[src/rtl/msrv32_machine_control_pkg.sv]
// Shared types and constants for the machine-mode trap/return sequencer.
// Holds the FSM state encoding, PC-source selects, mcause codes and SYSTEM
// instruction field values, plus a helper that maps a state to its strobes.
package msrv32_pkg;

  typedef enum logic [1:0] {
    ST_RESET       = 2'b00,
    ST_OPERATING   = 2'b01,
    ST_TRAP_TAKEN  = 2'b10,
    ST_TRAP_RETURN = 2'b11
  } state_e;

  localparam logic [1:0] PC_SRC_BOOT = 2'b00;
  localparam logic [1:0] PC_SRC_NEXT = 2'b01;
  localparam logic [1:0] PC_SRC_TRAP = 2'b10;
  localparam logic [1:0] PC_SRC_EPC  = 2'b11;

  // Exception codes (mcause with interrupt bit clear)
  localparam logic [3:0] EXC_MISALIGNED_INSTR = 4'd0;
  localparam logic [3:0] EXC_ILLEGAL          = 4'd2;
  localparam logic [3:0] EXC_BREAKPOINT       = 4'd3;
  localparam logic [3:0] EXC_MISALIGNED_LOAD  = 4'd4;
  localparam logic [3:0] EXC_MISALIGNED_STORE = 4'd6;
  localparam logic [3:0] EXC_ECALL_M          = 4'd11;

  // Interrupt codes (mcause with interrupt bit set)
  localparam logic [3:0] IRQ_SOFTWARE = 4'd3;
  localparam logic [3:0] IRQ_TIMER    = 4'd7;
  localparam logic [3:0] IRQ_EXTERNAL = 4'd11;

  // SYSTEM instruction fields
  localparam logic [4:0] OPCODE_SYSTEM = 5'b11100;
  localparam logic [2:0] FUNCT3_PRIV   = 3'b000;
  localparam logic [6:0] FUNCT7_ECALL  = 7'b0000000;
  localparam logic [6:0] FUNCT7_MRET   = 7'b0011000;
  localparam logic [4:0] RS2_ECALL     = 5'b00000;
  localparam logic [4:0] RS2_EBREAK    = 5'b00001;
  localparam logic [4:0] RS2_MRET      = 5'b00010;

  typedef struct packed {
    logic [1:0] pc_src;
    logic       flush;
    logic       trap_taken;
    logic       set_epc;
    logic       set_cause;
    logic       mie_clear;
    logic       mie_set;
    logic       instret_inc;
  } ctrl_t;

  // Strobe pattern that belongs to each state; anything not set stays 0.
  function automatic ctrl_t ctrl_for_state(state_e s);
    ctrl_t c;
    c = '0;
    case (s)
      ST_RESET: begin
        c.pc_src = PC_SRC_BOOT;
        c.flush  = 1'b1;
      end
      ST_OPERATING: begin
        c.pc_src      = PC_SRC_NEXT;
        c.instret_inc = 1'b1;
      end
      ST_TRAP_TAKEN: begin
        c.pc_src     = PC_SRC_TRAP;
        c.flush      = 1'b1;
        c.trap_taken = 1'b1;
        c.set_epc    = 1'b1;
        c.set_cause  = 1'b1;
        c.mie_clear  = 1'b1;
      end
      default: begin
        c.pc_src  = PC_SRC_EPC;
        c.flush   = 1'b1;
        c.mie_set = 1'b1;
      end
    endcase
    return c;
  endfunction

endpackage

[src/rtl/msrv32_machine_control_if.sv]
// Bundle between the decode stage and the machine-control sequencer.
// Master drives decoder flags, instruction fields and CSR enables/pendings;
// slave (the sequencer) returns PC select, flush and CSR update strobes.
interface msrv32_machine_control_if #(parameter int CAUSE_W = 4);

  logic               illegal_instr_in;
  logic               misaligned_load_in;
  logic               misaligned_store_in;
  logic               misaligned_instr_in;
  logic [4:0]         opcode_6_to_2_in;
  logic [2:0]         funct3_in;
  logic [6:0]         funct7_in;
  logic [4:0]         rs1_addr_in;
  logic [4:0]         rs2_addr_in;
  logic [4:0]         rd_addr_in;
  logic               mie_in;
  logic               meie_in;
  logic               mtie_in;
  logic               msie_in;
  logic               meip_in;
  logic               mtip_in;
  logic               msip_in;

  logic               trap_taken_out;
  logic [1:0]         pc_src_out;
  logic               flush_out;
  logic               set_epc_out;
  logic               set_cause_out;
  logic [CAUSE_W-1:0] cause_out;
  logic               i_or_e_out;
  logic               mie_clear_out;
  logic               mie_set_out;
  logic               instret_inc_out;
  logic               misaligned_exception_out;

  modport master (
    output illegal_instr_in, misaligned_load_in, misaligned_store_in,
           misaligned_instr_in, opcode_6_to_2_in, funct3_in, funct7_in,
           rs1_addr_in, rs2_addr_in, rd_addr_in, mie_in, meie_in, mtie_in,
           msie_in, meip_in, mtip_in, msip_in,
    input  trap_taken_out, pc_src_out, flush_out, set_epc_out, set_cause_out,
           cause_out, i_or_e_out, mie_clear_out, mie_set_out, instret_inc_out,
           misaligned_exception_out
  );

  modport slave (
    input  illegal_instr_in, misaligned_load_in, misaligned_store_in,
           misaligned_instr_in, opcode_6_to_2_in, funct3_in, funct7_in,
           rs1_addr_in, rs2_addr_in, rd_addr_in, mie_in, meie_in, mtie_in,
           msie_in, meip_in, mtip_in, msip_in,
    output trap_taken_out, pc_src_out, flush_out, set_epc_out, set_cause_out,
           cause_out, i_or_e_out, mie_clear_out, mie_set_out, instret_inc_out,
           misaligned_exception_out
  );

endinterface

[src/rtl/msrv32_machine_control_trap_prioritiser.sv]
// Picks the winning trap source and its mcause code.
// Purely combinational, zero latency.
// No flow control: result is valid whenever the inputs are.
module msrv32_trap_prioritiser
  import msrv32_pkg::*;
(
  input  logic       misaligned_instr_in,
  input  logic       illegal_instr_in,
  input  logic       ecall_in,
  input  logic       ebreak_in,
  input  logic       misaligned_store_in,
  input  logic       misaligned_load_in,
  input  logic       mie_in,
  input  logic       meie_in,
  input  logic       mtie_in,
  input  logic       msie_in,
  input  logic       meip_in,
  input  logic       mtip_in,
  input  logic       msip_in,
  output logic       exc_any_out,
  output logic       irq_any_out,
  output logic [3:0] cause_out,
  output logic       i_or_e_out
);

  logic ext_irq;
  logic sw_irq;
  logic tmr_irq;

  // Exceptions win over interrupts; within each class the chain order is fixed.
  always_comb begin
    ext_irq = mie_in & meie_in & meip_in;
    sw_irq  = mie_in & msie_in & msip_in;
    tmr_irq = mie_in & mtie_in & mtip_in;

    exc_any_out = misaligned_instr_in | illegal_instr_in | ecall_in |
                  ebreak_in | misaligned_store_in | misaligned_load_in;
    irq_any_out = ext_irq | sw_irq | tmr_irq;

    cause_out  = 4'd0;
    i_or_e_out = 1'b0;
    if      (misaligned_instr_in) cause_out = EXC_MISALIGNED_INSTR;
    else if (illegal_instr_in)    cause_out = EXC_ILLEGAL;
    else if (ecall_in)            cause_out = EXC_ECALL_M;
    else if (ebreak_in)           cause_out = EXC_BREAKPOINT;
    else if (misaligned_store_in) cause_out = EXC_MISALIGNED_STORE;
    else if (misaligned_load_in)  cause_out = EXC_MISALIGNED_LOAD;
    else if (ext_irq) begin
      cause_out  = IRQ_EXTERNAL;
      i_or_e_out = 1'b1;
    end else if (sw_irq) begin
      cause_out  = IRQ_SOFTWARE;
      i_or_e_out = 1'b1;
    end else if (tmr_irq) begin
      cause_out  = IRQ_TIMER;
      i_or_e_out = 1'b1;
    end
  end

endmodule

[src/rtl/msrv32_machine_control.sv]
// Machine-mode trap/return sequencer: RESET/OPERATING/TRAP_TAKEN/TRAP_RETURN.
// Trap sampled in OPERATING shows as trap_taken_out one cycle later, for one cycle.
// No backpressure: trap/irq inputs are ignored outside OPERATING.
module msrv32_machine_control
  import msrv32_pkg::*;
#(
  parameter int CAUSE_W = 4
) (
  input  logic                     ms_riscv32_mp_clk_in,
  input  logic                     ms_riscv32_mp_rst_in,
  msrv32_machine_control_if.slave  mc
);

  logic         is_priv;
  logic         ecall;
  logic         ebreak;
  logic         mret;
  logic         exc_any;
  logic         irq_any;
  logic [3:0]   pri_cause;
  logic         pri_i_or_e;

  state_e       state_q, state_d;
  ctrl_t        ctrl_q, ctrl_d;
  logic [CAUSE_W-1:0] cause_q, cause_d;
  logic         i_or_e_q, i_or_e_d;

  // Decode the privileged SYSTEM instructions from the raw fields.
  always_comb begin
    is_priv = (mc.opcode_6_to_2_in == OPCODE_SYSTEM) &&
              (mc.funct3_in == FUNCT3_PRIV) &&
              (mc.rs1_addr_in == 5'd0) && (mc.rd_addr_in == 5'd0);
    ecall   = is_priv && (mc.funct7_in == FUNCT7_ECALL) && (mc.rs2_addr_in == RS2_ECALL);
    ebreak  = is_priv && (mc.funct7_in == FUNCT7_ECALL) && (mc.rs2_addr_in == RS2_EBREAK);
    mret    = is_priv && (mc.funct7_in == FUNCT7_MRET)  && (mc.rs2_addr_in == RS2_MRET);
  end

  msrv32_trap_prioritiser u_prio (
    .misaligned_instr_in (mc.misaligned_instr_in),
    .illegal_instr_in    (mc.illegal_instr_in),
    .ecall_in            (ecall),
    .ebreak_in           (ebreak),
    .misaligned_store_in (mc.misaligned_store_in),
    .misaligned_load_in  (mc.misaligned_load_in),
    .mie_in              (mc.mie_in),
    .meie_in             (mc.meie_in),
    .mtie_in             (mc.mtie_in),
    .msie_in             (mc.msie_in),
    .meip_in             (mc.meip_in),
    .mtip_in             (mc.mtip_in),
    .msip_in             (mc.msip_in),
    .exc_any_out         (exc_any),
    .irq_any_out         (irq_any),
    .cause_out           (pri_cause),
    .i_or_e_out          (pri_i_or_e)
  );

  // Next state, and cause capture only on the OPERATING -> TRAP_TAKEN edge.
  always_comb begin
    state_d  = state_q;
    cause_d  = cause_q;
    i_or_e_d = i_or_e_q;
    case (state_q)
      ST_RESET: state_d = ST_OPERATING;
      ST_OPERATING: begin
        if (exc_any || irq_any) begin
          state_d  = ST_TRAP_TAKEN;
          cause_d  = CAUSE_W'(pri_cause);
          i_or_e_d = pri_i_or_e;
        end else if (mret) begin
          state_d = ST_TRAP_RETURN;
        end
      end
      default: state_d = ST_OPERATING;
    endcase
    // Strobes are precomputed for the next state so they come straight off flops.
    ctrl_d = ctrl_for_state(state_d);
  end

  // FSM state, state-decoded strobes and held cause; reset aborts any sequence.
  always_ff @(posedge ms_riscv32_mp_clk_in) begin
    if (ms_riscv32_mp_rst_in) begin
      state_q  <= ST_RESET;
      ctrl_q   <= ctrl_for_state(ST_RESET);
      cause_q  <= '0;
      i_or_e_q <= 1'b0;
    end else begin
      state_q  <= state_d;
      ctrl_q   <= ctrl_d;
      cause_q  <= cause_d;
      i_or_e_q <= i_or_e_d;
    end
  end

  // Drive the bundle; the misaligned summary is gated by the live state.
  always_comb begin
    mc.trap_taken_out  = ctrl_q.trap_taken;
    mc.pc_src_out      = ctrl_q.pc_src;
    mc.flush_out       = ctrl_q.flush;
    mc.set_epc_out     = ctrl_q.set_epc;
    mc.set_cause_out   = ctrl_q.set_cause;
    mc.mie_clear_out   = ctrl_q.mie_clear;
    mc.mie_set_out     = ctrl_q.mie_set;
    mc.instret_inc_out = ctrl_q.instret_inc;
    mc.cause_out       = cause_q;
    mc.i_or_e_out      = i_or_e_q;
    mc.misaligned_exception_out = (state_q == ST_OPERATING) &&
        (mc.misaligned_instr_in || mc.misaligned_load_in || mc.misaligned_store_in);
  end

endmodule

[src/flat_wrapper.sv]
// flat-port wrapper written by rule: the top's interface ports become plain ports
module msrv32_machine_control_flat import msrv32_pkg::*;
#(
  parameter int CAUSE_W = 4
)
  (ms_riscv32_mp_clk_in, ms_riscv32_mp_rst_in, mc_illegal_instr_in, mc_misaligned_load_in, mc_misaligned_store_in, mc_misaligned_instr_in, mc_opcode_6_to_2_in, mc_funct3_in, mc_funct7_in, mc_rs1_addr_in, mc_rs2_addr_in, mc_rd_addr_in, mc_mie_in, mc_meie_in, mc_mtie_in, mc_msie_in, mc_meip_in, mc_mtip_in, mc_msip_in, mc_trap_taken_out, mc_pc_src_out, mc_flush_out, mc_set_epc_out, mc_set_cause_out, mc_cause_out, mc_i_or_e_out, mc_mie_clear_out, mc_mie_set_out, mc_instret_inc_out, mc_misaligned_exception_out);
  msrv32_machine_control_if #(.CAUSE_W(CAUSE_W)) mc_i ();
  input  logic ms_riscv32_mp_clk_in;
  input  logic ms_riscv32_mp_rst_in;
  input wire logic [$bits(mc_i.illegal_instr_in)-1:0] mc_illegal_instr_in;
  input wire logic [$bits(mc_i.misaligned_load_in)-1:0] mc_misaligned_load_in;
  input wire logic [$bits(mc_i.misaligned_store_in)-1:0] mc_misaligned_store_in;
  input wire logic [$bits(mc_i.misaligned_instr_in)-1:0] mc_misaligned_instr_in;
  input wire logic [$bits(mc_i.opcode_6_to_2_in)-1:0] mc_opcode_6_to_2_in;
  input wire logic [$bits(mc_i.funct3_in)-1:0] mc_funct3_in;
  input wire logic [$bits(mc_i.funct7_in)-1:0] mc_funct7_in;
  input wire logic [$bits(mc_i.rs1_addr_in)-1:0] mc_rs1_addr_in;
  input wire logic [$bits(mc_i.rs2_addr_in)-1:0] mc_rs2_addr_in;
  input wire logic [$bits(mc_i.rd_addr_in)-1:0] mc_rd_addr_in;
  input wire logic [$bits(mc_i.mie_in)-1:0] mc_mie_in;
  input wire logic [$bits(mc_i.meie_in)-1:0] mc_meie_in;
  input wire logic [$bits(mc_i.mtie_in)-1:0] mc_mtie_in;
  input wire logic [$bits(mc_i.msie_in)-1:0] mc_msie_in;
  input wire logic [$bits(mc_i.meip_in)-1:0] mc_meip_in;
  input wire logic [$bits(mc_i.mtip_in)-1:0] mc_mtip_in;
  input wire logic [$bits(mc_i.msip_in)-1:0] mc_msip_in;
  output wire logic [$bits(mc_i.trap_taken_out)-1:0] mc_trap_taken_out;
  output wire logic [$bits(mc_i.pc_src_out)-1:0] mc_pc_src_out;
  output wire logic [$bits(mc_i.flush_out)-1:0] mc_flush_out;
  output wire logic [$bits(mc_i.set_epc_out)-1:0] mc_set_epc_out;
  output wire logic [$bits(mc_i.set_cause_out)-1:0] mc_set_cause_out;
  output wire logic [$bits(mc_i.cause_out)-1:0] mc_cause_out;
  output wire logic [$bits(mc_i.i_or_e_out)-1:0] mc_i_or_e_out;
  output wire logic [$bits(mc_i.mie_clear_out)-1:0] mc_mie_clear_out;
  output wire logic [$bits(mc_i.mie_set_out)-1:0] mc_mie_set_out;
  output wire logic [$bits(mc_i.instret_inc_out)-1:0] mc_instret_inc_out;
  output wire logic [$bits(mc_i.misaligned_exception_out)-1:0] mc_misaligned_exception_out;
  assign mc_i.illegal_instr_in = mc_illegal_instr_in;
  assign mc_i.misaligned_load_in = mc_misaligned_load_in;
  assign mc_i.misaligned_store_in = mc_misaligned_store_in;
  assign mc_i.misaligned_instr_in = mc_misaligned_instr_in;
  assign mc_i.opcode_6_to_2_in = mc_opcode_6_to_2_in;
  assign mc_i.funct3_in = mc_funct3_in;
  assign mc_i.funct7_in = mc_funct7_in;
  assign mc_i.rs1_addr_in = mc_rs1_addr_in;
  assign mc_i.rs2_addr_in = mc_rs2_addr_in;
  assign mc_i.rd_addr_in = mc_rd_addr_in;
  assign mc_i.mie_in = mc_mie_in;
  assign mc_i.meie_in = mc_meie_in;
  assign mc_i.mtie_in = mc_mtie_in;
  assign mc_i.msie_in = mc_msie_in;
  assign mc_i.meip_in = mc_meip_in;
  assign mc_i.mtip_in = mc_mtip_in;
  assign mc_i.msip_in = mc_msip_in;
  assign mc_trap_taken_out = mc_i.trap_taken_out;
  assign mc_pc_src_out = mc_i.pc_src_out;
  assign mc_flush_out = mc_i.flush_out;
  assign mc_set_epc_out = mc_i.set_epc_out;
  assign mc_set_cause_out = mc_i.set_cause_out;
  assign mc_cause_out = mc_i.cause_out;
  assign mc_i_or_e_out = mc_i.i_or_e_out;
  assign mc_mie_clear_out = mc_i.mie_clear_out;
  assign mc_mie_set_out = mc_i.mie_set_out;
  assign mc_instret_inc_out = mc_i.instret_inc_out;
  assign mc_misaligned_exception_out = mc_i.misaligned_exception_out;
  msrv32_machine_control #(.CAUSE_W(CAUSE_W)) u_core (.ms_riscv32_mp_clk_in(ms_riscv32_mp_clk_in), .ms_riscv32_mp_rst_in(ms_riscv32_mp_rst_in), .mc(mc_i));
endmodule
[config.mk]
export PLATFORM = sky130hd
export DESIGN_NAME = msrv32_machine_control_flat
export DESIGN_NICKNAME = d
export VERILOG_FILES = /design/src/rtl/msrv32_machine_control_pkg.sv /design/src/rtl/msrv32_machine_control_if.sv /design/src/rtl/msrv32_machine_control_trap_prioritiser.sv /design/src/rtl/msrv32_machine_control.sv /design/src/flat_wrapper.sv
export SDC_FILE = /design/constraint.sdc
export NUM_CORES = 1
export LEC_CHECK = 0
export CELL_PAD_IN_SITES_DETAIL_PLACEMENT = 0
export CELL_PAD_IN_SITES_GLOBAL_PLACEMENT = 1
export CORE_UTILIZATION = 20
export CTS_CLUSTER_SIZE = 40
export DETAILED_ROUTE_END_ITERATION = 12
export PLACE_DENSITY_LB_ADDON = 0.1
export SYNTH_ARGS = -nofsm -noshare
export SYNTH_HDL_FRONTEND = slang
export SYNTH_SLANG_ARGS = --single-unit
[constraint.sdc]
create_clock -name ms_riscv32_mp_clk_in -period 2.76 [get_ports ms_riscv32_mp_clk_in]
set_clock_uncertainty 0.1 [all_clocks]
set_input_delay 0.552 -clock ms_riscv32_mp_clk_in [delete_from_list [all_inputs] [get_ports ms_riscv32_mp_clk_in]]
set_output_delay 0.552 -clock ms_riscv32_mp_clk_in [all_outputs]
set_load 0.02 [all_outputs]
==> results by group, run 1 <==
Outcome
  – Outcome: completed

CTS
  – CTS tree: yes
  – Clock latency on the worst-skew pair: 0.25 ns
  – H-tree depth: 1
  – Postcts setup bufs: 0
  – Reg clk slew, reported paths: 0.07 ns
  – Hold_buf cts: 0
  – CTS buffer count: 3
  – Clock buffer depth: 2
  – Sink Count: 12
  – Root Buffer Master: clkbuf_4
  – Cts repair resizes: 0

Floorplan
  – Height of the die: 59.4 um
  – Total die area: 3520 um2
  – # rows: 20
  – Initial core utilization: 21.4%
  – Core footprint: 3080 um2
  – Die width: 59.4 um
  – Ports: 58

Final layout
  – Final nets: 178
  – Register area: 240 um2
  – Fraction of layout cells with a size suffix above 1: 9.02%
  – Diodes inserted: 0
  – Area growth syn-to-layout: 97.7%
  – Multi-input logic area: 368 um2
  – Fill count: 316

GRT
  – GRT Overall Usage: 11.3%
  – Vias in the first global route: 730
  – Largest net degree at the start of global routing: 14
  – GR Overflow Total: 0
  – Initial antenna violation count: 0
  – First-pass GRT wire length: 3040 um

Detailed routing
  – Drt pass-1 iters: 4
  – DRC viols: 0
  – Initial DRC count: 21
  – DR WL/cell: 10.4 um
  – Detailed Route WL: 1850 um
  – Final ANT Viol Nets: 0
  – Vias/cell: 4.29
  – Vias: 759

Setup path
  – Worst-path fanout max: 3
  – WS Path Type: in2out
  – Reg2Reg Setup Slack: 1.23 ns
  – Worst setup path start: mc_misaligned_store_in
  – Startpoint Class: input pin
  – CP required: 2.11 ns
  – Worst flop-to-flop path startpoint: u_core.state_q[1]
  – CP endpoint kind: primary output
  – Worst EP arrival: 1.83 ns

Logic synthesis
  – Synth cell types: 28
  – Flop and latch count out of synthesis: 12
  – Mapped Area: 658 um2
  – Average cell area after synthesis: 8.89 um2
  – Yosys warnings: 0
  – Post-synthesis sequential area ratio: 36.5%
  – Syn Nets: 117
  – Syn Inst Count: 74

Power and ir drop
  – Leak: 0.463 nW
  – Pwr Density: 326 nW/um2
  – Peak supply drop: 0.101 mV

STA
  – Hold Vio Cnt, Final: 0
  – Final setup vio count: 0
  – Worst Max-Slew Pin Slew: 0.603 ns
  – WHS: 0.371 ns
  – Setup TNS Final: 0 ns
  – Fin crit share: 89.8%
  – Final min period: 2.48 ns
  – Fmax: 404 MHz
  – Max-slew violations: 0
  – RSZ-0062 raised after global routing: no
  – Rel. slew slack: 59.4%

Worst hold path
  – Worst hold path type: reg2reg
  – Hold wc startpoint: u_core.mc.cause_out[3]

Placed design
  – Buffers on Ports: 57
  – Final Wtd Congestion: 0.723
  – Post-DP HPWL: 1620 um

Flow run
  – Max cap viols: 0
[layer usage]
layer | wire (um) | part of all wire, % | vias up | global-route usage (%)
met4 | 25 | 1.4 | 0 | 7.14
li1 | - | - | 398 | -
met3 | 178 | 9.6 | 2 | 2.18
met1 | 841 | 46 | 320 | 14.2
met2 | 801 | 43 | 39 | 17.7
met5 | 0 | 0 | - | 0
[sequential cells by signal (all words and copies together), names as in the netlist]
signal                     cells
u_core.mc.instret_inc_out      1
u_core.mc.mie_set_out          1
u_core.mc.flush_out            1
u_core.mc.cause_out            4
u_core.mc.pc_src_out           2
u_core.mc.i_or_e_out           1
u_core.state_q                 1
u_core.mc.mie_clear_out        1
[kinds of logic after synthesis]
| family | Yosys count | synth area share, % |
|---|---|---|
| AO/OA/AOI/OAI | 13 | 15.6 |
| buffers and inverters | 7 | 7.60 |
| flip-flops | 12 | 36.5 |
| multiplexers | 1 | 1.52 |
| AND/OR/NAND/NOR | 41 | 38.8 |
[critical path: stages]
cell	delay, ns
clkdlybuf4s50_1	0.50
nor3_1	0.07
nor2_1	0.09
clkdlybuf4s50_1	0.61
[worst paths after layout]
check / cells past startpoint / endpoint
worst max-delay path: 4 / mc_misaligned_exception_out
worst min-delay path: 2 / u_core.mc.cause_out[3]
worst max register to register: 5 / u_core.mc.i_or_e_out
worst min register to register: 2 / u_core.mc.cause_out[3]
[cells in the mapped netlist, drive strengths merged]
cell type	number	area, um2
o2bb2ai	3	26.3
nor4b	2	32.5
and4b	1	10.0
mux2i	1	10.0
nand2	6	22.5
o21ai	3	15.0
nor3	5	25.0
and3b	1	8.76
nand2b	6	37.5
or4b	1	10.0
a211oi	3	22.5
buf	6	46.3
nor4	4	25.0
or3	1	6.26
a21oi	1	16.3
nor2	6	22.5
dfxtp	12	240
nand3	1	5.00
a21boi	1	7.51
or4	1	11.3
a22oi	1	7.51
nor3b	1	7.51
clkbuf	1	3.75
nand4	5	31.3
o211ai	1	7.51
[metrics by stage]
| step | total power, mW | std cells | setup slack [ns] | instance area, um2 | util [%] |
|---|---|---|---|---|---|
| after floorplan | 0.239 | 74 | 0.549 | 658 | - |
| after global placement | 0.330 | 174 | 0.0506 | 1280 | 41.5 |
| after detailed placement | 0.331 | 174 | 0.0331 | 1280 | 41.5 |
| after CTS | 0.429 | 177 | 0.272 | 1300 | 42.3 |
| after global routing | 0.449 | 177 | 0.162 | 1300 | 42.3 |
| final | 0.424 | 177 | 0.283 | 1300 | 42.3 |
[power by group]
part	switching, mW	leakage, nW	internal, mW
Sequential	0.00325	0.0984	0.182
Clock	0.0484	0.0138	0.0502
Combinational	0.0520	0.351	0.0890
Total	0.104	0.463	0.321
[cell usage in the layout, fill, tap and decap left out, types with 4 or more instances in the layout]
master,count
clkdlybuf4s50_1,57
dfxtp_1,12
nand2b_1,6
nor2_1,6
nand2_1,6
buf_4,6
nor3_1,5
nand4_1,5
nor4_1,4
[final cells by class]
type | count | area share (%)
Multi-Input combinational cell | 55 | 28.3
Sequential cell | 12 | 18.5
Timing Repair Buffer | 63 | 47.3
Clock buffer | 3 | 1.73
Tap cell | 44 | 4.23
(Power assumes the default switching activity.)
==> run 2: changes to the inputs <==
--- a/config.mk
+++ b/config.mk
@@ -13,4 +13,5 @@
 export PLACE_DENSITY_LB_ADDON = 0.1
 export SYNTH_ARGS = -nofsm -noshare
 export SYNTH_HDL_FRONTEND = slang
+export SYNTH_HIERARCHICAL = 1
 export SYNTH_SLANG_ARGS = --single-unit
==> results by group, run 2 <==
Setup path
  – Worst flop-to-flop path startpoint: u_core/state_q[0]
  – Critical-path cell list: clkdlybuf4s50_1 > nor3_1 > nor2_1 > clkdlybuf4s50_1
  – Startpoint Class: input pin
  – Crit path depth: 4
  – CP required: 2.11 ns
  – Worst-path fanout max: 5
  – WP buf/inv: 2
  – Slowest stage delay, CP: 0.60 ns
  – Delay-heaviest family, CP: buffers and inverters
  – Setup crit end: mc_misaligned_exception_out
  – Most frequent CP cell: clkdlybuf4s50_1
  – Worst setup path start: mc_misaligned_instr_in
  – Slowest stage cell, crit path: clkdlybuf4s50_1
  – Reg2Reg Setup Slack: 1.58 ns
  – FF-to-FF path depth: 5
  – WS Path Type: in2out
  – Worst EP arrival: 1.87 ns
  – CP endpoint kind: primary output
  – Reg2reg end: u_core/mc.cause_out[3]

STA
  – Fin crit share: 91.5%
  – Rel. slew slack: 73.9%
  – Max-slew violations: 0
  – Worst Max-Slew Pin Slew: 0.388 ns
  – Fmax: 396 MHz
  – RSZ-0062 raised after global routing: no
  – WHS: 0.395 ns
  – Final setup vio count: 0
  – Hold Vio Cnt, Final: 0
  – Setup TNS Final: 0 ns
  – Final min period: 2.52 ns

Power and ir drop
  – P_sw: 0.110 mW
  – Leak: 0.480 nW
  – Clock Power Share: 23.7%
  – Reg power frac: 42.7%
  – Net Sw Frac: 25.3%
  – Pwr Density: 335 nW/um2
  – Int Pwr: 0.325 mW
  – Logic pwr share: 33.7%
  – Peak supply drop: 0.207 mV

Final layout
  – Max FFs per register: 4
  – Final Instance Area: 1300 um2
  – Most common cell after layout, fill and taps aside: clkdlybuf4s50_1
  – Finished Layout Cells: 177
  – Area growth syn-to-layout: 94.0%
  – Fraction of layout cells with a size suffix above 1: 9.02%
  – Diodes inserted: 0
  – Commonest non-fill, non-tap cells in the layout: 57 x clkdlybuf4s50_1, 14 x nor2_1, 12 x dfxtp_1, 7 x nor3_1, 5 x mux2i_1
  – Final nets: 178

CTS
  – Cts repair resizes: 0
  – Sink Count: 12
  – Hold_buf cts: 0
  – CTS buffer count: 3
  – Postcts setup bufs: 0
  – H-tree depth: 1
  – CTS tree: yes
  – Clock buffer depth: 2
  – Reg clk slew, reported paths: 0.07 ns
  – Root Buffer Master: clkbuf_4
  – Clock latency on the worst-skew pair: 0.26 ns

Detailed routing
  – Vias/cell: 4.31
  – DR WL/cell: 11.3 um
  – Initial DRC count: 27
  – DRC viols: 0
  – Vias: 763
  – Final ANT Viol Nets: 0
  – Detailed Route WL: 2000 um
  – Drt pass-1 iters: 4

Logic synthesis
  – Post-synth top cells: 14 x nor2_1, 12 x dfxtp_1, 7 x nor3_1
  – Simple-Gate Fraction of Synth Area: 41.1%
  – Main synth FF type: dfxtp_1
  – Synth cell types: 28
  – Area contributors post-synth: dfxtp_1 36%, nor2_1 7.9%, mux2i_1 7.5%
  – Mux share of post-synthesis cell area: 7.48%
  – Mapped Area: 669 um2
  – Largest family of logic cells by synthesized area: simple AND/OR/NAND/NOR gates
  – Post-synth top area cell: dfxtp_1
  – Synth Area in Adders: 0%
  – Xor and xnor area share after synthesis: 0%
  – Most frequent cell after synthesis: nor2_1
  – FFs w/ async S/R, synth: 0%
  – Post-synthesis sequential area ratio: 35.9%
  – Flop and latch count out of synthesis: 12
  – Yosys warnings: 6
  – Average cell area after synthesis: 8.93 um2
  – Syn Inst Count: 75
  – Synth top area share: 35.9%
  – Syn Nets: 118
  – Number of flops mapped to enable cells by yosys: 0
  – Compound-Gate Fraction of Synth Area: 9.35%

Placed design
  – Placed cell count: 174
  – Buffers on Ports: 57
  – Final Wtd Congestion: 0.775
  – Post-DP HPWL: 1730 um
  – Cell Area, Placed: 1280 um2

GRT
  – Initial antenna violation count: 0
  – Vias in the first global route: 809
  – GR Overflow Total: 0
  – First-pass GRT wire length: 3450 um
  – GRT Overall Usage: 12.8%
  – Largest net degree at the start of global routing: 11

Floorplan
  – Ports: 58
  – Height of the die: 59.9 um
  – Core footprint: 3100 um2
  – Total die area: 3580 um2
  – Die width: 59.9 um
  – # rows: 20
  – Initial core utilization: 21.6%

Worst hold path
  – Worst hold path type: reg2reg

Outcome
  – Outcome: completed

Flow run
  – Max cap viols: 0
-- run 2: cell count changes after synthesis, moves of 4 or more --
cell	previous run	this run
nand2_1	6	2
mux2i_1	1	5
nor2_1	6	14
nand2b_1	6	1
-- run 2: layout make-up --
type,instances,area (um2)
timing repair buffer,60,593
fill,345,1800
sequential,12,240
clock buffer,3,22.5
multi-input combinational,58,388
tap,44,55.1
-- run 2: worst min-delay path, delay by kind of cell, from the launching register on --
| kind | cells | cell delay (ns) |
|---|---|---|
| flops | 1 | 0.33 |
| mux | 1 | 0.06 |
| simple gates | 1 | 0.07 |
-- run 2: routing by layer --
metal  vias to the layer above  GRT usage [%]  share of wire (%)
met5                         -              0                  0
met4                         0           2.33               0.50
met3                         2           4.76                6.6
met2                        30           24.4                 54
met1                       336           13.3                 39
li1                        395              -                  -
-- run 2: power groups by stage --
stage	sequential, mW	combinational [mW]	clock [mW]
after global placement	0.190	0.146	0
final	0.186	0.147	0.103
after global routing	0.187	0.159	0.118
after floorplan	0.197	0.0462	0
after detailed placement	0.190	0.147	0
after CTS	0.186	0.148	0.105
-- run 2: cells by family (layout without fill, tap and decap cells) --
logic type / after synthesis / count (layout)
AOI/OAI and AO/OA: 8 / 8
buffers and inverters: 5 / 63
DFF: 12 / 12
muxes: 5 / 5
and+or+nand+nor: 45 / 45
-- run 2: through the flow --
| step | util (%) | power [mW] | setup WS, ns |
|---|---|---|---|
| global route | 41.9 | 0.463 | 0.101 |
| CTS | 41.9 | 0.439 | 0.226 |
| global placement | 41.1 | 0.336 | 0.0995 |
| floorplan | - | 0.243 | 0.557 |
| finish | 41.9 | 0.435 | 0.235 |
| detailed placement | 41.1 | 0.337 | 0.0188 |
-- run 2: worst min-delay path by stage --
stage	startpoint	end	slack, ns	cells past startpoint
finish	u_core/mc.cause_out[1]	u_core/mc.cause_out[1]	0.39	2
global route	u_core/mc.cause_out[3]	u_core/mc.cause_out[3]	0.44	2
CTS	u_core/mc.cause_out[1]	u_core/mc.cause_out[1]	0.40	2
detailed placement	u_core/mc.cause_out[1]	u_core/mc.cause_out[1]	0.38	2
global placement	u_core/mc.cause_out[0]	u_core/mc.cause_out[0]	0.39	2
floorplan	u_core/state_q[0]	u_core/mc.trap_taken_out	0.39	2
